$ cat src/rtl/alu_coef_sequencer.sv
// alu_coef_sequencer
//   Sequences coefficient pairs from a host-written table into the ALU
//   multiply stage operand registers: b coefficient, then d coefficient,
//   then one cycle flagging that the multiplier outputs reflect that pair.
//
// Ports
//   clk, rst_n                      clock, async active-low reset
//   cfg_we/cfg_sel/cfg_addr/cfg_data table write (sel 0 = b, 1 = d)
//   cfg_err                         pulse: write dropped while busy
//   start/add_mode/last_idx         run request, sampled only in IDLE
//   abort                           terminate a run (highest priority)
//   busy                            not IDLE
//   b_en/d_en/imm/f_add             operand-register load interface
//   pair_valid/pair_idx/done        pair completion flags
module alu_coef_sequencer #(
  parameter int unsigned BUS_WIDTH = 8,
  parameter int unsigned DEPTH     = 8,
  parameter int unsigned ADDR_W    = 3
) (
  input  logic                 clk,
  input  logic                 rst_n,
  input  logic                 cfg_we,
  input  logic                 cfg_sel,
  input  logic [ADDR_W-1:0]    cfg_addr,
  input  logic [BUS_WIDTH-1:0] cfg_data,
  output logic                 cfg_err,
  input  logic                 start,
  input  logic                 add_mode,
  input  logic [ADDR_W-1:0]    last_idx,
  input  logic                 abort,
  output logic                 busy,
  output logic                 b_en,
  output logic                 d_en,
  output logic                 f_add,
  output logic [BUS_WIDTH-1:0] imm,
  output logic                 pair_valid,
  output logic [ADDR_W-1:0]    pair_idx,
  output logic                 done
);

  typedef enum logic [1:0] {
    S_IDLE   = 2'd0,
    S_LOAD_B = 2'd1,
    S_LOAD_D = 2'd2,
    S_VALID  = 2'd3
  } state_t;

  localparam logic [ADDR_W-1:0] ZERO_IDX = '0;

  state_t               r_state;
  logic [BUS_WIDTH-1:0] r_b_tab [DEPTH];
  logic [BUS_WIDTH-1:0] r_d_tab [DEPTH];
  logic [ADDR_W-1:0]    r_idx;
  logic [ADDR_W-1:0]    r_last;
  logic                 r_busy;
  logic                 r_b_en;
  logic                 r_d_en;
  logic                 r_f_add;
  logic [BUS_WIDTH-1:0] r_imm;
  logic                 r_pair_valid;
  logic [ADDR_W-1:0]    r_pair_idx;
  logic                 r_done;
  logic                 r_cfg_err;

  logic                 w_idle;
  logic [ADDR_W-1:0]    w_idx_inc;

  assign w_idle    = (r_state == S_IDLE);
  assign w_idx_inc = r_idx + ADDR_W'(1);

  // Coefficient tables; writes are only accepted while idle.
  always_ff @(posedge clk or negedge rst_n) begin
    if (!rst_n) begin
      for (int i = 0; i < DEPTH; i++) begin
        r_b_tab[i] <= '0;
        r_d_tab[i] <= '0;
      end
    end else if (cfg_we && w_idle) begin
      if (cfg_sel) r_d_tab[cfg_addr] <= cfg_data;
      else         r_b_tab[cfg_addr] <= cfg_data;
    end
  end

  // Sequencer FSM; outputs are registered alongside the next state so they
  // show up in the cycle the FSM occupies that state.
  always_ff @(posedge clk or negedge rst_n) begin
    if (!rst_n) begin
      r_state      <= S_IDLE;
      r_idx        <= '0;
      r_last       <= '0;
      r_busy       <= 1'b0;
      r_b_en       <= 1'b0;
      r_d_en       <= 1'b0;
      r_f_add      <= 1'b0;
      r_imm        <= '0;
      r_pair_valid <= 1'b0;
      r_pair_idx   <= '0;
      r_done       <= 1'b0;
      r_cfg_err    <= 1'b0;
    end else begin
      r_b_en       <= 1'b0;
      r_d_en       <= 1'b0;
      r_pair_valid <= 1'b0;
      r_done       <= 1'b0;
      r_cfg_err    <= cfg_we && !w_idle;

      if (!w_idle && abort) begin
        r_state <= S_IDLE;
        r_busy  <= 1'b0;
      end else begin
        case (r_state)
          S_IDLE: begin
            if (start) begin
              r_state <= S_LOAD_B;
              r_busy  <= 1'b1;
              r_f_add <= add_mode;
              r_last  <= last_idx;
              r_idx   <= ZERO_IDX;
              r_b_en  <= 1'b1;
              r_imm   <= add_mode ? '0 : r_b_tab[ZERO_IDX];
            end
          end
          S_LOAD_B: begin
            r_state <= S_LOAD_D;
            r_d_en  <= 1'b1;
            r_imm   <= r_f_add ? '0 : r_d_tab[r_idx];
          end
          S_LOAD_D: begin
            r_state      <= S_VALID;
            r_pair_valid <= 1'b1;
            r_pair_idx   <= r_idx;
            r_done       <= (r_idx == r_last);
          end
          S_VALID: begin
            if (r_idx == r_last) begin
              r_state <= S_IDLE;
              r_busy  <= 1'b0;
            end else begin
              r_state <= S_LOAD_B;
              r_idx   <= w_idx_inc;
              r_b_en  <= 1'b1;
              r_imm   <= r_f_add ? '0 : r_b_tab[w_idx_inc];
            end
          end
          default: begin
            r_state <= S_IDLE;
            r_busy  <= 1'b0;
          end
        endcase
      end
    end
  end

  assign cfg_err    = r_cfg_err;
  assign busy       = r_busy;
  assign b_en       = r_b_en;
  assign d_en       = r_d_en;
  assign f_add      = r_f_add;
  assign imm        = r_imm;
  assign pair_valid = r_pair_valid;
  assign pair_idx   = r_pair_idx;
  assign done       = r_done;

endmodule

$ cat config.mk
export PLATFORM = sky130hd
export DESIGN_NAME = alu_coef_sequencer
export DESIGN_NICKNAME = d
export VERILOG_FILES = /design/src/rtl/alu_coef_sequencer.sv
export SDC_FILE = /design/constraint.sdc
export NUM_CORES = 1
export LEC_CHECK = 0
export ABC_AREA = 1
export ABC_CLOCK_PERIOD_IN_PS = 3250
export BUFFER_PORTS_ARGS = -buffer_cell sky130_fd_sc_hd__buf_2
export CAP_MARGIN = 10
export CORE_MARGIN = 2
export CORE_UTILIZATION = 56
export CTS_CLUSTER_SIZE = 24
export DETAILED_ROUTE_END_ITERATION = 7
export GPL_TIMING_DRIVEN = 0
export PLACE_DENSITY_LB_ADDON = 0.1
export SKIP_CTS_REPAIR_TIMING = 1
export SLEW_MARGIN = 20
export SYNTH_ARGS = -nofsm -noshare
export SYNTH_HDL_FRONTEND = slang
export SYNTH_SLANG_ARGS = --single-unit
$ cat constraint.sdc
create_clock -name clk -period 3.25 [get_ports clk]
set_input_delay 0.4875 -clock clk [delete_from_list [all_inputs] [get_ports clk]]
set_output_delay 0.4875 -clock clk [all_outputs]
set_load 0.01 [all_outputs]
==> flow_metrics.tcl <==
set metrics [dict create \
    diodes 0 \
    ys_seq_area_frac 0.5020 \
    post-place-cells 1210 \
    ir_drop_uv 547.3 \
    cp_data_arrival_time_ns 2.57 \
    worstPathCellList "inv_1 -> ha_1 -> inv_1 -> nor3_4 -> nand4_2 -> buf_4 -> nand2_1 -> o21ai_2" \
    cts.clk_slew.worst_paths_ns 0.06 \
    io_pins 39 \
    fin_ws_ns 0.9750 \
    fin_skew_ns 0.005781 \
    track_usage 0.3014 \
    worst_setup_path_start_kind "register" \
    antenna_found_initial 0 \
    yosysWarnings 0 \
    synth_top_flop_cell "dfrtp_1" \
    cts_buffers 17 \
    dp_hpwl_um 14910 \
    grt_max_degree 91 \
    crit_slowest_cell "dfrtp_1" \
    p_int_mw 5.139 \
    core-area_um2 13300 \
    slowest_delay_ns 0.43 \
    synth.distinct_cells 33 \
    wirelength_um 20670 \
    status "finished with violations" \
    syn_area_um2 7677 \
    area_growth_syn_to_layout_pct 13.72 \
    htreeDepth 4 \
    cts_tree "done" \
    synth_top_area_frac 0.5020 \
    fillers 1193 \
    place_congestion 0.9230 \
    tns_ns 0 \
    dp_slack_ns 1.003 \
    final_cell_mix "nand2_1 (310), dfrtp_1 (154), inv_1 (140)" \
    end_kind "register" \
    p_per_area_nw_per_um2 955.4 \
    clkPwrFrac 0.243 \
    rsz0062_at_grt "false" \
    multiInputGateArea_um2 2993 \
    path_max_fanout 10 \
    drt_pass1_iterations 5 \
    finalCritPeriodShare 0.7000 \
    finalCriticalPeriod_ns 2.275 \
    ctsRootBufferMaster "clkbuf_16" \
    row_count 42 \
    final_common_cell "nand2_1" \
    violations "hold timing" \
    postRouteAntennaNets 0 \
    yosys.area.top_type "dfrtp_1" \
    switchingPower_mw 3.202 \
    max_freq_mhz 439.6 \
    vias_per_cell 5.320 \
    finalHoldViolCount 4 \
    setup-violations-final 0 \
    cts.path.max_buffers 2 \
    avgSynthCellArea_um2 7.716 \
    netlist_instances 995 \
    synth_edf_count 0 \
    finalMaxSlewViolations 0 \
    final_nets 1080 \
    regArea_um2 3854 \
    stdcell_count 1242 \
    leakagePower_nw 4.431 \
    die_w_um 121.1 \
    worst_slew_pin_slew_ns 0.8558 \
    timing_worst_setup_path_type "reg2reg" \
    drive_gt1_frac 0.1135 \
    timing.hold.ws_ns -0.006130 \
    cts.sinks 154 \
    ys_ff_latch 154 \
    path_common_cell "inv_1" \
    sequentialPowerShare 0.387 \
    hold_path.class "in2async" \
    io_buffers 38 \
    synth_area_leaders "dfrtp_1 (50%), nand2_1 (15%), o21ai_0 (7.0%)" \
    crit_path_start "r_state[0]" \
    drt-wirelength-per-cell_um 16.64 \
    async_flop_share 1.000 \
    drc_errors 0 \
    synth_nets 1022 \
    vias 6607 \
    insertion_delay_ns 0.43 \
    drtIter0Drc 737 \
    grt_pass1_wl_um 33090 \
    start_util 0.5775 \
    die_h_um 121.1 \
    overflow 0 \
    die_area_um2 14660 \
    maxCapViolations 0 \
    p_comb_frac 0.369 \
    slew_headroom 0.4295 \
    grt_pass1_vias 6147 \
    total_power_mw 8.341 \
    cp.required_ns 3.54 \
    switching_share 0.3839 \
    reg2reg_from "r_state[0]" \
]
[final cells by class]
type / instances / area share
Tap cell: 176 / 0.02522
Timing Repair Buffer: 39 / 0.02608
Multi-Input combinational cell: 646 / 0.3428
Clock inverter: 11 / 0.01662
Buffer: 50 / 0.03282
Sequential cell: 154 / 0.4414
Inverter: 145 / 0.06234
Clock buffer: 21 / 0.05274
[state kept, by name (all words and copies together) (netlist names)]
signal / cells
cfg_err: 1
r_idx: 3
d_en: 1
imm: 8
busy: 1
r_state: 2
b_en: 1
f_add: 1
r_b_tab: 64
done: 1
pair_valid: 1
r_d_tab: 64
r_last: 3
pair_idx: 3
[critical path, delay by kind of cell, from the launching register on]
kind            cells  cell delay, ns
simple gates        3            0.81
buf+inv             3            0.56
compound gates      1            0.05
flops               1            0.43
fa+ha+maj           1            0.27
[stage by stage]
stage	instance area, µm²	hold slack [ns]	util
after floorplan	7677	0.1919	-
after global placement	8088	0.4610	0.6083
after detailed placement	8125	0.4655	0.6111
after CTS	8731	0.01093	0.6567
after global routing	8731	0.02823	0.6567
final	8731	-0.006130	0.6567
[layer usage]
| layer | share of wire | routed length, µm | track usage | up-vias |
|---|---|---|---|---|
| met2 | 0.42 | 8728 | 0.4312 | 247 |
| met1 | 0.47 | 9677 | 0.4452 | 3098 |
| li1 | - | - | - | 3222 |
| met5 | 0 | 0 | 0 | - |
| met3 | 0.074 | 1538 | 0.05827 | 40 |
| met4 | 0.035 | 726 | 0.1344 | 0 |
[final timing paths]
path	cells after the start	end	slack (ns)
max	8	r_b_tab[37]	0.98
min	1	r_d_tab[5]	-0.006
max reg2reg	8	r_b_tab[37]	0.98
min reg2reg	2	r_b_tab[35]	0.48
max in group asynchronous	2	r_state[1]	2.44
min in group clk	2	r_last[2]	0.29
[kinds of logic after synthesis]
group           after synthesis  share of synthesized area
xor+xnor                      4                   0.004564
flops                       154                     0.5020
buf+inv                     195                     0.1082
compound gates              151                     0.1051
mux                           2                   0.002933
simple gates                483                     0.2674
fa+ha+maj                     6                   0.009778
[power by group through the flow]
stage	clock (mW)	combinational, mW	sequential, mW
floorplan	0	2.16	3.20
global placement	0	2.96	3.23
detailed placement	0	3.02	3.25
CTS	2.05	3.06	3.22
global route	2.14	3.48	3.34
finish	2.03	3.08	3.23
[synthesized netlist by cell type (4+ instances only)]
cell	n
a21oi_1	10
buf_2	10
buf_6	10
clkbuf_1	25
dfrtp_1	154
ha_1	6
inv_1	140
inv_2	4
nand2_1	310
nand3_1	100
nor2_1	52
nor3_1	5
o21ai_0	107
o21ai_1	19
o21ai_2	12
or2_0	4
or2_2	4
No activity file was read; power rests on OpenSTA's default activity.
